`src/rtl/mult_arbiter.sv`:
```
// ============================================================================
// Module      : mult_arbiter
// Description : Round-robin arbiter sharing one sequential multiplier among
//               N_REQ requesters. Optional WAIT watchdog: MULT_ARB_TIMEOUT_EN.
// Revision    : 1.0 - initial release
// ============================================================================
`default_nettype none

module mult_arbiter #(
    parameter int N_REQ       = 4,
    parameter int TIMEOUT_CYC = 64
) (
    input  logic                  clk,
    input  logic                  rst,
    input  logic [N_REQ-1:0]      req,
    input  logic [N_REQ*16-1:0]   req_a,
    input  logic [N_REQ*16-1:0]   req_b,
    output logic [N_REQ-1:0]      rsp_valid,
    output logic [31:0]           rsp_prod,
    output logic                  rsp_err,
    output logic                  busy,
    output logic                  mul_st,
    output logic [15:0]           mul_a,
    output logic [15:0]           mul_b,
    input  logic                  mul_idle,
    input  logic                  mul_done,
    input  logic [31:0]           mul_prod
);

    localparam int PW = (N_REQ > 1) ? $clog2(N_REQ) : 1;

    localparam logic [1:0] S_IDLE  = 2'd0;
    localparam logic [1:0] S_START = 2'd1;
    localparam logic [1:0] S_WAIT  = 2'd2;
    localparam logic [1:0] S_RESP  = 2'd3;

    logic [1:0]    state_q, state_d;
    logic [PW-1:0] ptr_q, ptr_d;
    logic [PW-1:0] g_q, g_d;
    logic [15:0]   a_q, a_d;
    logic [15:0]   b_q, b_d;
    logic [31:0]   prod_q, prod_d;

`ifdef MULT_ARB_TIMEOUT_EN
    localparam int WW = $clog2(TIMEOUT_CYC + 1);
    logic [WW-1:0] wdog_q, wdog_d;
    logic          err_q, err_d;
`endif

    // Round-robin pick: scanning downward leaves the lowest offset from ptr.
    logic [PW-1:0] win;
    logic          found;
    logic [PW:0]   idx;

    always_comb begin
        win   = ptr_q;
        found = 1'b0;
        idx   = '0;
        for (int k = N_REQ - 1; k >= 0; k--) begin
            idx = {1'b0, ptr_q} + (PW+1)'(k);
            if (idx >= (PW+1)'(N_REQ)) begin
                idx = idx - (PW+1)'(N_REQ);
            end
            if (req[idx[PW-1:0]]) begin
                found = 1'b1;
                win   = idx[PW-1:0];
            end
        end
    end

    always_comb begin
        state_d = state_q;
        ptr_d   = ptr_q;
        g_d     = g_q;
        a_d     = a_q;
        b_d     = b_q;
        prod_d  = prod_q;
`ifdef MULT_ARB_TIMEOUT_EN
        wdog_d  = wdog_q;
        err_d   = err_q;
`endif
        case (state_q)
            S_IDLE: begin
                if (mul_idle && found) begin
                    g_d     = win;
                    a_d     = req_a[16*win +: 16];
                    b_d     = req_b[16*win +: 16];
                    state_d = S_START;
                end
            end
            S_START: begin
`ifdef MULT_ARB_TIMEOUT_EN
                wdog_d  = '0;
`endif
                state_d = S_WAIT;
            end
            S_WAIT: begin
                if (mul_done) begin
                    prod_d  = mul_prod;
`ifdef MULT_ARB_TIMEOUT_EN
                    err_d   = 1'b0;
`endif
                    state_d = S_RESP;
                end
`ifdef MULT_ARB_TIMEOUT_EN
                else if (wdog_q == WW'(TIMEOUT_CYC - 1)) begin
                    prod_d  = '0;
                    err_d   = 1'b1;
                    state_d = S_RESP;
                end else begin
                    wdog_d  = wdog_q + 1'b1;
                end
`endif
            end
            S_RESP: begin
                ptr_d   = (g_q == PW'(N_REQ - 1)) ? '0 : g_q + 1'b1;
                state_d = S_IDLE;
            end
            default: state_d = S_IDLE;
        endcase
    end

    always_ff @(posedge clk or negedge rst) begin
        if (!rst) begin
            state_q <= S_IDLE;
            ptr_q   <= '0;
            g_q     <= '0;
            a_q     <= '0;
            b_q     <= '0;
            prod_q  <= '0;
`ifdef MULT_ARB_TIMEOUT_EN
            wdog_q  <= '0;
            err_q   <= 1'b0;
`endif
        end else begin
            state_q <= state_d;
            ptr_q   <= ptr_d;
            g_q     <= g_d;
            a_q     <= a_d;
            b_q     <= b_d;
            prod_q  <= prod_d;
`ifdef MULT_ARB_TIMEOUT_EN
            wdog_q  <= wdog_d;
            err_q   <= err_d;
`endif
        end
    end

    // Response outputs are gated by RESP so they read zero at all other times.
    assign busy      = (state_q != S_IDLE);
    assign mul_st    = (state_q == S_START);
    assign mul_a     = a_q;
    assign mul_b     = b_q;
    assign rsp_valid = (state_q == S_RESP) ? (N_REQ'(1) << g_q) : '0;
    assign rsp_prod  = (state_q == S_RESP) ? prod_q : '0;
`ifdef MULT_ARB_TIMEOUT_EN
    assign rsp_err   = (state_q == S_RESP) ? err_q : 1'b0;
`else
    assign rsp_err   = 1'b0;
`endif

endmodule

`default_nettype wire

```
`config.mk`:
```
export PLATFORM = sky130hd
export DESIGN_NAME = mult_arbiter
export DESIGN_NICKNAME = d
export VERILOG_FILES = /design/src/rtl/mult_arbiter.sv
export SDC_FILE = /design/constraint.sdc
export NUM_CORES = 1
export LEC_CHECK = 0
export ABC_CLOCK_PERIOD_IN_PS = 3150
export BUFFER_PORTS_ARGS = -buffer_cell sky130_fd_sc_hd__buf_2
export CORE_MARGIN = 1
export CORE_UTILIZATION = 35
export CTS_BUF_LIST = sky130_fd_sc_hd__clkbuf_16
export DETAILED_ROUTE_END_ITERATION = 8
export GPL_TIMING_DRIVEN = 0
export HOLD_SLACK_MARGIN = 0.08
export PLACE_DENSITY = 0.67
export SLEW_MARGIN = 15
export SYNTH_ARGS = -nofsm -noshare
export SYNTH_HDL_FRONTEND = slang
export SYNTH_SLANG_ARGS = --single-unit
```
`constraint.sdc`:
```
create_clock -name clk -period 3.15 [get_ports clk]
set_clock_uncertainty 0.05 [all_clocks]
set_input_delay 0.315 -clock clk [delete_from_list [all_inputs] [get_ports clk]]
set_output_delay 0.315 -clock clk [all_outputs]
set_load 0.005 [all_outputs]
```
=== After elaboration in Yosys (flattened, before gate mapping) ===
Index checks and enable logic that the tools add are counted.
W data, S select, Z words.

* Input port bits: 168
* Output and inout port bits: 71
* Flip-flop bits (word level): 70
* Word-level logic and storage cells: 63

* Shifts and indexed selects: 3
* Reductions and logical operators: 6
* Eq/ne operators: 6
* Multiplexer cells: 26
* Magnitude comparators: 8
* $add $sub $neg: 8

{| class="wikitable"
|+ Operator list
! kind !! count
|-
| $shiftx A64 B7 Y16 || 2
|-
| $mux W32 || 1
|-
| $mux W2 || 11
|-
| $lt A2 B3 Y1 const B || 4
|-
| $ge A3 B3 Y1 const B || 3
|-
| $bmux W1 S2 || 4
|-
| $mux W1 || 8
|-
| $pmux W2 S4 || 1
|-
| $sub A2 B1 Y2 const B || 4
|-
| $add A2 B2 Y3 const B || 2
|-
| $eq A2 B2 Y1 const B || 3
|-
| $reduce_and A2 Y1 || 3
|-
| $mux W4 || 1
|-
| $ne A2 B2 Y1 const B || 2
|-
| $shl A1 B2 Y4 const A || 1
|-
| $add A2 B1 Y3 const B || 1
|-
| $ge A2 B3 Y1 const B || 1
|-
| $add A2 B1 Y2 const B || 1
|-
| $eq A2 B1 Y1 const B || 1
|-
| $logic_not A2 Y1 || 1
|-
| $reduce_bool A2 Y1 || 1
|-
| $logic_and A1 B1 Y1 || 1
|}

=== Depth between registers and ports, before layout ===
* Word-level depth: 12
* Depth in mapped cells: 8
* Gate-level depth less buffers: 7

=== Least setup slack after synthesis ===
OpenSTA, ideal clock, no wires.

* Kind: register to register
* From: register ptr_q[0]
* To: register a_q[14] (netlist: mul_a[14])
* Cell stages (with the launch flop): 7
* Setup time: 125 ps
* Path slack: 1,105 ps
* Required time: 2,975 ps
* Clock period less this slack: 2,045 ps
* Buffers on the path: 1
* Arrival time: 1,870 ps
* Path through: dfrtp_1 > nor2b_1 > a21oi_1 > o221ai_4 > buf_6 > mux4_2 > mux2_2

* Cells in the longest elaborated chain, start to end: 11
* Elaborated cells on any way between the ends: 34
* Those cells by class: add/sub (7); order compare (4); shift (1); mux (20); reduce/logical (2)

{| class="wikitable"
|+ RTL lines
! item !! line !! RTL
|-
| start, declared || 38 || <nowiki>logic [PW-1:0] ptr_q, ptr_d;</nowiki>
|-
| start signal, assigned || 137 || <nowiki>ptr_q <= ptr_d;</nowiki>
|-
| branches (longest 11 deep; another with $add A2 B2 Y3) || -- ||
|-
| end signal, assigned || 128 || <nowiki>a_q <= '0;</nowiki>
|-
| end signal, assigned || 139 || <nowiki>a_q <= a_d;</nowiki>
|-
| end, declared || 40 || <nowiki>logic [15:0] a_q, a_d;</nowiki>
|}

Several ways; the timed one is not identified. The select of a mux whose other input is x is not followed.
A chain may end at the register's enable or synchronous reset.

=== Worst setup path in the final report ===
* From: register state_q[1]
* To: register a_q[2] (netlist: mul_a[2])

* Cells in the longest elaborated chain, start to end: 2

{| class="wikitable"
|+ RTL lines
! item !! line !! RTL
|-
| start, declared || 37 || <nowiki>logic [1:0] state_q, state_d;</nowiki>
|-
| start signal, assigned || 136 || <nowiki>state_q <= state_d;</nowiki>
|-
| $logic_not A2 Y1 || 82 || <nowiki>case (state_q)</nowiki>
|-
| $reduce_and A2 Y1 (no source line) || -- ||
|}

Every way passes these cells.

==> flow_summary.html <==
<table>
<tr><th>Metric</th><th>Value</th></tr>
<tr><th colspan="2">Clock network</th></tr>
<tr><td>Setup repair bufs after CTS</td><td>0</td></tr>
<tr><td>Post-cts hold buffer count</td><td>1</td></tr>
<tr><td>CTS Root Cell</td><td>sky130_fd_sc_hd__clkbuf_16</td></tr>
<tr><td>Clock insertion delay at the later pin of the skew report</td><td>330 ps</td></tr>
<tr><td>Maximum level of the CTS H-tree</td><td>3</td></tr>
<tr><td>Number of gates resized after CTS</td><td>0</td></tr>
<tr><td>Maximum number of buffers from clock root to sink</td><td>2</td></tr>
<tr><td>CTS tree</td><td>built</td></tr>
<tr><td>CTS Buf Count</td><td>9</td></tr>
<tr><td>Total number of clock tree sinks</td><td>70</td></tr>
<tr><td>Clock transition at path regs</td><td>60 ps</td></tr>
<tr><th colspan="2">Worst setup path</th></tr>
<tr><td>Worst-path fanout max</td><td>10</td></tr>
<tr><td>Crit end category</td><td>register</td></tr>
<tr><td>Arrival time worst endpoint</td><td>2760 ps</td></tr>
<tr><td>Critical path required time</td><td>3290 ps</td></tr>
<tr><td>Critical path startpoint category</td><td>register</td></tr>
<tr><td>Critical Setup Path Class</td><td>register to register</td></tr>
<tr><th colspan="2">STA</th></tr>
<tr><td>Final-report setup violation count</td><td>0</td></tr>
<tr><td>Final critical-path required period</td><td>2618 ps</td></tr>
<tr><td>Number of hold violations in the final report</td><td>0</td></tr>
<tr><td>Final slew viol count</td><td>0</td></tr>
<tr><td>Final setup slack of the worst path</td><td>532.2 ps</td></tr>
<tr><td>Slew margin rel.</td><td>0.5441</td></tr>
<tr><td>Timing-limited maximum frequency</td><td>0.3820 GHz</td></tr>
<tr><td>Transition time at the pin with the least slew margin</td><td>681.4 ps</td></tr>
<tr><td>RSZ-0062 raised after global routing</td><td>false</td></tr>
<tr><td>TNS Setup</td><td>0 ps</td></tr>
<tr><td>Period utilization</td><td>0.8310</td></tr>
<tr><th colspan="2">Logic synthesis</th></tr>
<tr><td>Number of storage elements in the synthesis netlist</td><td>70</td></tr>
<tr><td>Sequential fraction of the synthesis area</td><td>0.4357</td></tr>
<tr><td>Count of flip-flops with a built-in enable after synthesis</td><td>0</td></tr>
<tr><td>Nets in the synthesized netlist</td><td>503</td></tr>
<tr><td>Post-synth cell types</td><td>34</td></tr>
<tr><td>Syn Inst Count</td><td>326</td></tr>
<tr><td>Primary FF master, synth</td><td>sky130_fd_sc_hd__dfrtp_1</td></tr>
<tr><td>Cell with the most instances after synthesis</td><td>sky130_fd_sc_hd__dfrtp_1</td></tr>
<tr><td>Post-synthesis cell type with the largest combined area</td><td>sky130_fd_sc_hd__dfrtp_1</td></tr>
<tr><td>Count of synthesis-stage warnings from yosys</td><td>0</td></tr>
<tr><td>Synth top cells by count</td><td>sky130_fd_sc_hd__dfrtp_1, sky130_fd_sc_hd__mux2_2, sky130_fd_sc_hd__a21oi_1, sky130_fd_sc_hd__and2_1, sky130_fd_sc_hd__o22ai_1</td></tr>
<tr><td>Fraction of post-synthesis cell area in the top cell type by area</td><td>0.4357</td></tr>
<tr><td>Top cells by area, synth</td><td>sky130_fd_sc_hd__dfrtp_1, sky130_fd_sc_hd__mux2_2, sky130_fd_sc_hd__mux4_2</td></tr>
<tr><td>Synthesized area</td><td>4020 um^2</td></tr>
<tr><td>Post-synthesis async set-or-reset flop share</td><td>1.000</td></tr>
<tr><td>Mapped Avg Cell Area</td><td>12.33 um^2</td></tr>
<tr><th colspan="2">Route</th></tr>
<tr><td>Iteration count of the initial detailed-routing pass</td><td>6</td></tr>
<tr><td>Wire length after detailed routing</td><td>11.78 mm</td></tr>
<tr><td>Final ANT Viol Nets</td><td>0</td></tr>
<tr><td>Routed length per instance</td><td>16.33 um</td></tr>
<tr><td>Vias per inst</td><td>5.037</td></tr>
<tr><td>Total number of vias</td><td>3,632</td></tr>
<tr><td>Detailed Route Iter0 Violations</td><td>166</td></tr>
<tr><td>Post-detailed-route DRC marker count</td><td>0</td></tr>
<tr><th colspan="2">Power</th></tr>
<tr><td>Leakage power total</td><td>2.816 nW</td></tr>
<tr><td>Clock network fraction of design power</td><td>0.227</td></tr>
<tr><td>Reported net switching power</td><td>1.683 mW</td></tr>
<tr><td>Reg power frac</td><td>0.317</td></tr>
<tr><td>Worst supply voltage drop on vdd</td><td>434.2 uV</td></tr>
<tr><td>Power density over the cells</td><td>874.3 nW/um^2</td></tr>
<tr><td>Internal</td><td>3.352 mW</td></tr>
<tr><td>Sw frac</td><td>0.3343</td></tr>
<tr><td>Share of power burned in combinational logic</td><td>0.455</td></tr>
<tr><th colspan="2">Place</th></tr>
<tr><td>Post-detail-place hpwl</td><td>9.414 mm</td></tr>
<tr><td>I/O Buffers</td><td>237</td></tr>
<tr><td>Worst slack, placed</td><td>510.0 ps</td></tr>
<tr><td>Routability congestion estimate</td><td>0.7451</td></tr>
<tr><th colspan="2">Die</th></tr>
<tr><td>Placeable core region</td><td>11,030 um^2</td></tr>
<tr><td>Chip width</td><td>109.2 um</td></tr>
<tr><td>Row Count</td><td>38</td></tr>
<tr><td>Die area</td><td>11,920 um^2</td></tr>
<tr><td>Count of pins on the block boundary</td><td>239</td></tr>
<tr><td>Initial Util</td><td>0.3645</td></tr>
<tr><td>Overall die height</td><td>109.2 um</td></tr>
<tr><th colspan="2">Global routing</th></tr>
<tr><td>Pin count of the biggest net entering global routing</td><td>47</td></tr>
<tr><td>Congestion Overflow GR</td><td>0</td></tr>
<tr><td>Global-route wire length before repair</td><td>18.12 mm</td></tr>
<tr><td>Total Routing Usage GR</td><td>0.1993</td></tr>
<tr><td>Via count of the first global-routing pass</td><td>3,713</td></tr>
<tr><td>Antenna violations before repair</td><td>0</td></tr>
<tr><th colspan="2">Final layout</th></tr>
<tr><td>Share of final-layout standard cells stronger than drive strength 1</td><td>0.6024</td></tr>
<tr><td>Growth of design area from synthesis to finish</td><td>43.26%</td></tr>
<tr><td>Final cell utilization of the core</td><td>0.5221</td></tr>
<tr><td>Ant. Diodes</td><td>0</td></tr>
<tr><td>Final layout net count</td><td>753</td></tr>
<tr><th colspan="2">Outcome</th></tr>
<tr><td>Result of the run</td><td>finished, final reports clean</td></tr>
<tr><th colspan="2">Job</th></tr>
<tr><td>Number of maximum-capacitance constraint violations</td><td>0</td></tr>
<tr><th colspan="2">Min path</th></tr>
<tr><td>Classification of the worst-slack hold path</td><td>input port to register</td></tr>
</table>
==> logic make-up after synthesis <==
logic type      count (synthesis)  synth area share
compound gates                 82            0.1509
fa+ha+maj                       9           0.02801
buf+inv                        32           0.04139
flops                          70            0.4357
mux                            80            0.2686
other cells                     1         0.0009328
simple gates                   52           0.07439
==> sequential cells by signal, indices dropped and copies added, names as in the netlist <==
name / flops
mul_a: 16
g_q: 2
prod_q: 32
ptr_q: 2
mul_b: 16
state_q: 2
==> worst max-delay path, cell delays in order, from the launching register on <==
cell and delay, ps:
sky130_fd_sc_hd__dfrtp_1 410, sky130_fd_sc_hd__inv_1 130, sky130_fd_sc_hd__ha_1 210, sky130_fd_sc_hd__inv_1 80
sky130_fd_sc_hd__nor2_1 540, sky130_fd_sc_hd__clkbuf_1 450, sky130_fd_sc_hd__clkbuf_1 470, sky130_fd_sc_hd__a21oi_1 130
==> final timing paths <==
check                             end  slack (ps)  cells past startpoint   startpoint
min in group asynchronous   mul_b[10]         390                      2          rst
setup reg to reg             mul_a[2]         530                      7   state_q[1]
hold reg to reg            prod_q[25]         440                      1   prod_q[25]
max in group asynchronous  state_q[0]        2120                      3          rst
setup / recovery             mul_a[2]         530                      7   state_q[1]
hold / removal              prod_q[2]         160                      2  mul_prod[2]
==> cells in the final DEF, fill, tap and decap left out, drive strengths merged, types with 2 or more instances in the layout <==
cell type and instances:
nor2b 2, dfrtp 70, a21oi 37, buf 254, inv 8, mux4 15
ha 9, clkinv 4, o2bb2ai 17, nand2 7, and2 36, o21ai 3
o22ai 19, mux2 64, bufinv 3, nor2 4, clkbuf 17
==> area by class of cell <==
type,count,area [um^2]
Fill cell,987,5271
Tap cell,140,175.2
Timing Repair Buffer,239,1226
Buffer,24,136.4
Inverter,8,30.03
Sequential cell,70,1752
Clock inverter,7,112.6
Clock buffer,9,225.2
Multi-Input combinational cell,224,2102
==> routing by layer <==
metal,global-route usage,part of all wire
met5,0,0
met4,0.08095,0.020
met3,0.05439,0.083
met2,0.3257,0.49
met1,0.2482,0.41
==> stage by stage <==
step / area (um^2) / cells / power, mW / hold slack [ps]
2_1_floorplan: 4020 / 326 / 3.058 / -30.59
3_3_place_gp: 5381 / 703 / 3.851 / 428.8
3_5_place_dp: 5411 / 704 / 3.926 / 199.1
4_1_cts: 5759 / 721 / 5.092 / 154.7
5_1_grt: 5759 / 721 / 5.414 / 154.2
6_report: 5759 / 721 / 5.035 / 164.9
==> power by group through the flow <==
stage	combinational (mW)	clock, mW	sequential (mW)
floorplan	1.48	0	1.58
global placement	2.26	0	1.59
detailed placement	2.32	0	1.61
CTS	2.32	1.17	1.60
global route	2.54	1.22	1.66
finish	2.29	1.15	1.60
No activity file was read; power rests on OpenSTA's default activity.
